--- config.mk ---
export PLATFORM = sky130hd
export DESIGN_NAME = id_ex_stage
export DESIGN_NICKNAME = d
export VERILOG_FILES = /design/src/rtl/pipe_pkg.sv /design/src/rtl/id_ex_stage_hazard_detect.sv /design/src/rtl/id_ex_stage.sv
export SDC_FILE = /design/constraint.sdc
export NUM_CORES = 1
export LEC_CHECK = 0
export ABC_AREA = 1
export CELL_PAD_IN_SITES_DETAIL_PLACEMENT = 0
export CELL_PAD_IN_SITES_GLOBAL_PLACEMENT = 1
export CORE_AREA = 4 4 291 293
export CTS_CLUSTER_DIAMETER = 80
export CTS_CLUSTER_SIZE = 40
export DETAILED_ROUTE_END_ITERATION = 8
export DIE_AREA = 0 0 295 297
export DONT_BUFFER_PORTS = 1
export PLACE_DENSITY = 0.37
export RECOVER_POWER = 25
export SYNTH_ARGS = -nofsm -noshare
export SYNTH_HDL_FRONTEND = slang
export SYNTH_SLANG_ARGS = --single-unit
--- constraint.sdc ---
create_clock -name clk -period 1.5 [get_ports clk]
set_input_delay 0.3 -clock clk [delete_from_list [all_inputs] [get_ports clk]]
set_output_delay 0.3 -clock clk [all_outputs]
set_load 0.005 [all_outputs]
--- src/rtl/pipe_pkg.sv ---
// Shared pipeline types for the LEGv8 5-stage core: decoded control word,
// zero-register index and the RAW match helper used by hazard detection.
package pipe_pkg;

    typedef struct packed {
        logic       reg_write;
        logic       mem_read;
        logic       mem_write;
        logic       mem_to_reg;
        logic       alu_src;
        logic [3:0] alu_op;
        logic       branch;
        logic       uses_ra1;
        logic       uses_ra2;
    } ctrl_t;

    localparam logic [4:0] XZR         = 5'd31;
    localparam ctrl_t      CTRL_BUBBLE = '0;

    // An in-flight producer matches the ID consumer only on a real register write.
    function automatic logic raw_match(
        input logic       v,
        input logic       reg_write,
        input logic [4:0] wa,
        input logic [4:0] ra1,
        input logic [4:0] ra2,
        input logic       uses_ra1,
        input logic       uses_ra2
    );
        return v & reg_write & (wa != XZR) &
               (((wa == ra1) & uses_ra1) | ((wa == ra2) & uses_ra2));
    endfunction

endpackage

--- src/rtl/id_ex_stage_hazard_detect.sv ---
// Combinational stall decision for the ID/EX boundary.
// ID_EX_FWD_EN selects load-use-only stalling; otherwise any EX/MEM RAW stalls.
module hazard_detect
    import pipe_pkg::*;
(
    input  logic       reset_n,
    input  logic       id_valid,
    input  logic       flush_i,
    input  logic [4:0] id_ra1,
    input  logic [4:0] id_ra2,
    input  ctrl_t      id_ctrl,
    input  logic       ex_valid,
    input  ctrl_t      ex_ctrl,
    input  logic [4:0] ex_wa,
    input  logic       mem_valid,
    input  ctrl_t      mem_ctrl,
    input  logic [4:0] mem_wa,
    output logic       stall
);

    logic ex_hit;
    logic mem_hit;
    logic hazard;

    assign ex_hit  = raw_match(ex_valid, ex_ctrl.reg_write, ex_wa, id_ra1, id_ra2,
                               id_ctrl.uses_ra1, id_ctrl.uses_ra2);
    assign mem_hit = raw_match(mem_valid, mem_ctrl.reg_write, mem_wa, id_ra1, id_ra2,
                               id_ctrl.uses_ra1, id_ctrl.uses_ra2);

`ifdef ID_EX_FWD_EN
    // Only a load in EX cannot be covered by forwarding.
    assign hazard = ex_hit & ex_ctrl.mem_read;
`else
    assign hazard = ex_hit | mem_hit;
`endif

    // Flush wins over stall; nothing stalls while held in reset.
    assign stall = reset_n & id_valid & ~flush_i & hazard;

    logic unused_ok;
    assign unused_ok = &{1'b0, id_ctrl, ex_ctrl, mem_ctrl, mem_hit};

endmodule

--- src/rtl/id_ex_stage.sv ---
// ID->EX pipeline register with RAW stall generation and bubble insertion.
// Define ID_EX_FWD_EN to enable MEM/WB operand forwarding (load-use-only stalls).
module id_ex_stage
    import pipe_pkg::*;
#(
    parameter int N     = 64,
    parameter int CNT_W = 32
) (
    input  logic             clk,
    input  logic             reset_n,
    input  logic             id_valid,
    input  logic [N-1:0]     id_rd1,
    input  logic [N-1:0]     id_rd2,
    input  logic [4:0]       id_ra1,
    input  logic [4:0]       id_ra2,
    input  logic [4:0]       id_wa,
    input  logic [N-1:0]     id_imm,
    input  logic [N-1:0]     id_pc,
    input  ctrl_t            id_ctrl,
    input  logic             flush_i,
    input  logic             mem_valid,
    input  ctrl_t            mem_ctrl,
    input  logic [4:0]       mem_wa,
    input  logic [N-1:0]     mem_result,
    input  logic             wb_reg_write,
    input  logic [4:0]       wb_wa,
    input  logic [N-1:0]     wb_data,
    output logic             ex_valid,
    output logic [N-1:0]     ex_opa,
    output logic [N-1:0]     ex_opb,
    output logic [4:0]       ex_wa,
    output logic [N-1:0]     ex_imm,
    output logic [N-1:0]     ex_pc,
    output ctrl_t            ex_ctrl,
    output logic             stall_o,
    output logic [CNT_W-1:0] stall_cnt
);

    logic [N-1:0] ex_rd1;
    logic [N-1:0] ex_rd2;
    logic         capture;

    hazard_detect u_hazard (
        .reset_n   (reset_n),
        .id_valid  (id_valid),
        .flush_i   (flush_i),
        .id_ra1    (id_ra1),
        .id_ra2    (id_ra2),
        .id_ctrl   (id_ctrl),
        .ex_valid  (ex_valid),
        .ex_ctrl   (ex_ctrl),
        .ex_wa     (ex_wa),
        .mem_valid (mem_valid),
        .mem_ctrl  (mem_ctrl),
        .mem_wa    (mem_wa),
        .stall     (stall_o)
    );

    assign capture = id_valid & ~flush_i & ~stall_o;

    // Bubbles clear valid/control only; data fields hold their last value.
    always_ff @(posedge clk or negedge reset_n) begin
        if (!reset_n) begin
            ex_valid  <= 1'b0;
            ex_ctrl   <= CTRL_BUBBLE;
            ex_wa     <= '0;
            ex_rd1    <= '0;
            ex_rd2    <= '0;
            ex_imm    <= '0;
            ex_pc     <= '0;
            stall_cnt <= '0;
        end else begin
            if (stall_o && (stall_cnt != '1))
                stall_cnt <= stall_cnt + CNT_W'(1);
            if (capture) begin
                ex_valid <= 1'b1;
                ex_ctrl  <= id_ctrl;
                ex_wa    <= id_wa;
                ex_rd1   <= id_rd1;
                ex_rd2   <= id_rd2;
                ex_imm   <= id_imm;
                ex_pc    <= id_pc;
            end else begin
                ex_valid <= 1'b0;
                ex_ctrl  <= CTRL_BUBBLE;
            end
        end
    end

`ifdef ID_EX_FWD_EN
    logic [4:0] ex_ra1;
    logic [4:0] ex_ra2;
    logic       mem_fa, mem_fb, wb_fa, wb_fb;

    always_ff @(posedge clk or negedge reset_n) begin
        if (!reset_n) begin
            ex_ra1 <= '0;
            ex_ra2 <= '0;
        end else if (capture) begin
            ex_ra1 <= id_ra1;
            ex_ra2 <= id_ra2;
        end
    end

    assign mem_fa = mem_valid & mem_ctrl.reg_write & (mem_wa != XZR) & (mem_wa == ex_ra1);
    assign mem_fb = mem_valid & mem_ctrl.reg_write & (mem_wa != XZR) & (mem_wa == ex_ra2);
    assign wb_fa  = wb_reg_write & (wb_wa != XZR) & (wb_wa == ex_ra1);
    assign wb_fb  = wb_reg_write & (wb_wa != XZR) & (wb_wa == ex_ra2);

    // MEM is the younger producer, so it takes priority over WB.
    always_comb begin
        ex_opa = ex_rd1;
        if (mem_fa)     ex_opa = mem_result;
        else if (wb_fa) ex_opa = wb_data;
        ex_opb = ex_rd2;
        if (mem_fb)     ex_opb = mem_result;
        else if (wb_fb) ex_opb = wb_data;
    end
`else
    assign ex_opa = ex_rd1;
    assign ex_opb = ex_rd2;

    logic unused_ok;
    assign unused_ok = &{1'b0, mem_result, wb_reg_write, wb_wa, wb_data};
`endif

endmodule

### After elaboration in Yosys (flattened, before gate mapping)

Index checks and enable logic that the tools add are counted.
Widths: inputs -> output; s select.

* bits in registers: 306
* output and inout bits: 307
* logic and storage cells: 47

* $add $sub $neg: 1
* equality and inequality tests: 7
* muxes and demuxes: 2
* bitwise logic cells: 20
* reduce and logical (&&, ||, !) cells: 1

Operators with widths (count)
* $add 32x1->32 const B: 1
* $ne 32x32->1 const B: 1
* $eq 5x5->1: 4
* $and 1x1->1: 15
* $mux 12: 1
* $ne 5x5->1 const B: 2
* $or 1x1->1: 3
* $not 1->1: 2
* $logic_and 1x1->1: 1
* $mux 1: 1

### Logic depth before layout (Yosys ltp)

Gate-level depths: netlist of run 1.

* word-level depth: 9
* mapped depth: 14
* gate-level depth less buffers: 12

### Cells and area by module

Synthesis of run 1 repeated with hierarchy kept, for this count alone.

* cell total of the unflattened synthesis: 1572
* area, all modules: 12771.0 um^2

By module, submodules not included
* id_ex_stage: instances 1, cells an instance 1464, area an instance 12343.1 um^2
* hazard_detect: instances 1, cells an instance 108, area an instance 427.9 um^2

### Worst setup path after synthesis of run 1

Ideal clock, no wire load.

* kind: register to register
* start: reg stall_cnt[0]
* end: reg stall_cnt[19]
* setup time: 0.120 ns
* arrival: 1.615 ns
* required time: 1.380 ns
* slack: -0.235 ns
* cell stages (with the launch flop): 9
* path buffers: 0
* clock period less this slack: 1.735 ns
* path through: dfrtp_1 -> ha_1 -> nand3_1 -> nor2_2 -> nand3b_1 -> nor2_1 -> nand4_2 -> nand4_1 -> nand2_1

* longest elaborated chain between the ends: 2
* elaborated cells between the ends (all ways): 3

RTL lines
* from (decl): RTL line id_ex_stage.sv:36 `output logic [CNT_W-1:0] stall_cnt`
* from (signal assigned): RTL line id_ex_stage.sv:74 `stall_cnt <= stall_cnt + CNT_W'(1);`
* branches (longest 2 deep; another with $add 32x1->32)

Parallel ways; which one is timed is not known.
A chain may end at the register's enable or synchronous reset.

### Final worst setup path of run 1

* start: reg ex_wa[1]
* end: out stall_o

* longest elaborated chain between the ends: 6
* elaborated cells between the ends (all ways): 10

RTL lines
* from (decl): RTL line id_ex_stage.sv:31 `output logic [4:0] ex_wa,`
* from (signal assigned): RTL line id_ex_stage.sv:78 `ex_wa <= id_wa;`
* $eq 5x5->1: RTL line pipe_pkg.sv:31 `(((wa == ra1) & uses_ra1) | ((wa == ra2) & uses_ra2));`
* $and 1x1->1: RTL line pipe_pkg.sv:31
* $or 1x1->1: RTL line pipe_pkg.sv:31
* $and 1x1->1 (*): RTL line pipe_pkg.sv:30 `return v & reg_write & (wa != XZR) &`
* $or 1x1->1 (*): RTL line id_ex_stage_hazard_detect.sv:34 `assign hazard = ex_hit | mem_hit;`
* $and 1x1->1 (*): RTL line id_ex_stage_hazard_detect.sv:38 `assign stall = reset_n & id_valid & ~flush_i & hazard;`
* to (decl): RTL line id_ex_stage.sv:35 `output logic stall_o,`

Every way passes the cells marked *; elsewhere a longest branch is shown, timed or not.

==> results of run 1 <==
## per-layer routing
| layer | global-route usage, % | vias to the layer above | share of wire, % |
|---|---|---|---|
| met4 | 3.80 | 2 | 3.2 |
| met3 | 4.26 | 83 | 8.5 |
| met2 | 22.9 | 428 | 51 |
| met1 | 13.5 | 5980 | 37 |
| li1 | - | 6016 | - |
| met5 | 0 | - | 0.013 |
## repair_timing
action                                  4_1_cts  5_1_grt
buffers inserted                              9        9
cloned                                        8       30
endpoints found under the setup margin      331      332
gates resized for setup                      31       62
pin swaps                                     7       16
endpoints found under the hold margin       579      306
## power groups by stage
stage               sequential [uW]  clock (uW)  combinational (uW)
finish                        10100        8050                2530
CTS                           10200        8510                2260
global route                  10300        8720                2840
global placement              10400           0                1490
floorplan                      9870           0                1120
detailed placement            10300           0                1540
## cells by family after synthesis
kind of cell	synth area share, %
and+or+nand+nor	35.5
xor gates and xnor gates	1.24
DFF	56.9
buffers and inverters	6.14
adders and majority gates	0.0930
AOI/OAI and AO/OA	0.0744
## metrics by stage
stage               TNS (ps)  area [um2]
finish               -158230       20900
global route         -203190       20900
CTS                  -142130       20000
detailed placement    -91380       15900
global placement      -92490       15900
floorplan             -30120       13600
## area by class of cell
cell class                 count  area (um2)
fill                        8812       60900
sequential                   306        7660
timing repair buffer         499        5570
multi-input combinational   1164        5180
tap                         1070        1340
clock buffer                  31         711
clock inverter                18         290
inverter                      50         193
antenna                        1        2.50
## state kept, by name, summed over array words and instances (netlist names)
register   flops
ex_ctrl       12
ex_imm        64
ex_opa        64
ex_opb        64
ex_pc         64
ex_valid       1
ex_wa          5
stall_cnt     32
## path summary, 6_finish.rpt
kind	endpoint	slack, ps	cells past startpoint
worst max register to register	ex_pc[51]	-620	16
worst min-delay path	ex_opb[2]	-560	0
worst min register to register	ex_opb[12]	510	2
worst max-delay path	stall_o	-640	10
min in group clk	ex_opb[61]	130	4
max in group asynchronous	ex_pc[31]	1420	0
## worst max-delay path: cells and delay by family, from the launching register on
family	cells	cell delay [ps]
buf+inv	2	180
simple gates	8	650
flops	1	450
## layout by cell type (no fill, tap or decap), types with 7 or more instances in the layout
cell type      count
nand4_1           37
dlygate4sd3_1    273
nand2_1          701
buf_12            29
dfrtp_1          304
xor2_1            13
inv_2              7
nand2_2           31
nand3_1          272
nand3b_1           7
buf_4            144
buf_8             13
clkbuf_16         52
inv_1             42
buf_16             9
nor2_1            74
==> results.toml, run 1 <==
[run_status]
status = "finished, violations left"
violations = "negative hold slack, negative setup slack"

[logic_synthesis]
synth_seq_cells = 306
syn_inst = 1618
mappedNetlistArea_um2 = 13500
syn_nets = 2058
synth_area_leaders = "dfrtp_1 57%, nand2_1 20%, nand3_1 10%"
synth_top_cell_area_share_pct = 56.9
yosysWarnings = 0
ys_seq_area_share_pct = 56.9
synth_ff_type = "dfrtp_1"
async_flop_share_pct = 100
synth_edf_count = 0
synthMostInstantiatedCell = "nand2_1"
syn_avg_cell_area_um2 = 8.32
synth_commonest_cells = "731 x nand2_1, 306 x dfrtp_1, 274 x nand3_1"
netlist.top_cell.by_area = "dfrtp_1"
ys_types = 23

[finish]
final_cells = 3139
utilization_pct = 25.6
nets = 2488
areaGrowthSynthToFinish_pct = 55.7
drive_gt1_share_pct = 16.0

[timing]
fin_skew_ps = 26.6
hold_viol = 306
timing.fmax_mhz = 468
period_needed_ps = 2140
fin_crit_sh_pct = 142
slew_headroom_pct = 46.6
slew_viol_final = 0
setup_viol = 315
worst_pin_slew_ps = 800
hold_ws_ps = -562
fin_ws_ps = -635
rsz0062_at_grt = "true"

[clocking]
cts_tree = "done"
numCtsBuffers = 27
cts_root_buffer = "clkbuf_16"
hold_buffers = 273
insertion_delay_ps = 590
htree_levels = 1
clockBufferDepth = 3
clkTransAtPathRegs_ps = 80
cts_sinks = 306

[detailed_routing]
drtPass1Iterations = 5
drt_wl_total_um = 59600
via_count = 12500
ant_nets = 0
drt-initial-drc-count = 522
drc = 0
drt-wirelength-per-cell_um = 19.0
via_per_inst = 3.99

[power_and_ir_drop]
pwr-share-seq_pct = 49.0
fin_total_pwr_uw = 20700
sw_frac_of_total_pct = 28.5
pwr-share-clk_pct = 38.8
internal-power_uw = 14800
leakagePower_uw = 0.0104
power_density_nw_per_um2 = 989
peakVddDrop_uv = 701
total_switching_power_uw = 5910
combPwrFrac_pct = 12.2

[worst_setup_path]
cp_max_fo = 4
worstSetupPathType = "flop to output port"
critPathMaxStageDelay_ps = 450
startpoint_type = "flop"
worstReg2RegStart = "ex_wa[1]"
cp_slowest_cell = "dfrtp_2"
cpMostUsedCell = "nand2_1"
crit_required_ps = 1200
crit_arrival_ps = 1840
path_cells = "nand2_1 -> nand2_1 -> nor2_2 -> nand3_1 -> nand2_1 -> nand2_1 -> nand2_2 -> nand2_8 -> buf_16 -> clkinv_4"
endpoint_kind = "output port"
startpoint = "ex_wa[1]"

[job]
maxCapViolations = 0

[floorplan]
start_util_pct = 16.4
die_y_um = 297
coreArea_um2 = 81800
num_rows = 105
io-pin-count = 746
die_area_um2 = 87600
fp.dieW_um = 295

[hold_path]
hold_path.class = "primary input to async pin"

[placed_design]
portBuffers = 0
dp_worst_setup_slack_ps = -389
dp.cells = 2764
hpwl_um = 41300
place_congestion = 0.751

[global_route]
grt_max_degree = 308
antenna_found_initial = 2
grt.overflow.total = 0
grt_pass1_wl_um = 85400
grtUsageTotal_pct = 12.5
grt_pass1_vias = 13300
Power figures use the tool's default switching activity.
==> run 2, diff against run 1 <==
CAP_MARGIN = 20   (was default)
==> results of run 2 <==
Same layout as run 1: the final DEF is identical, and so are final timing and power.
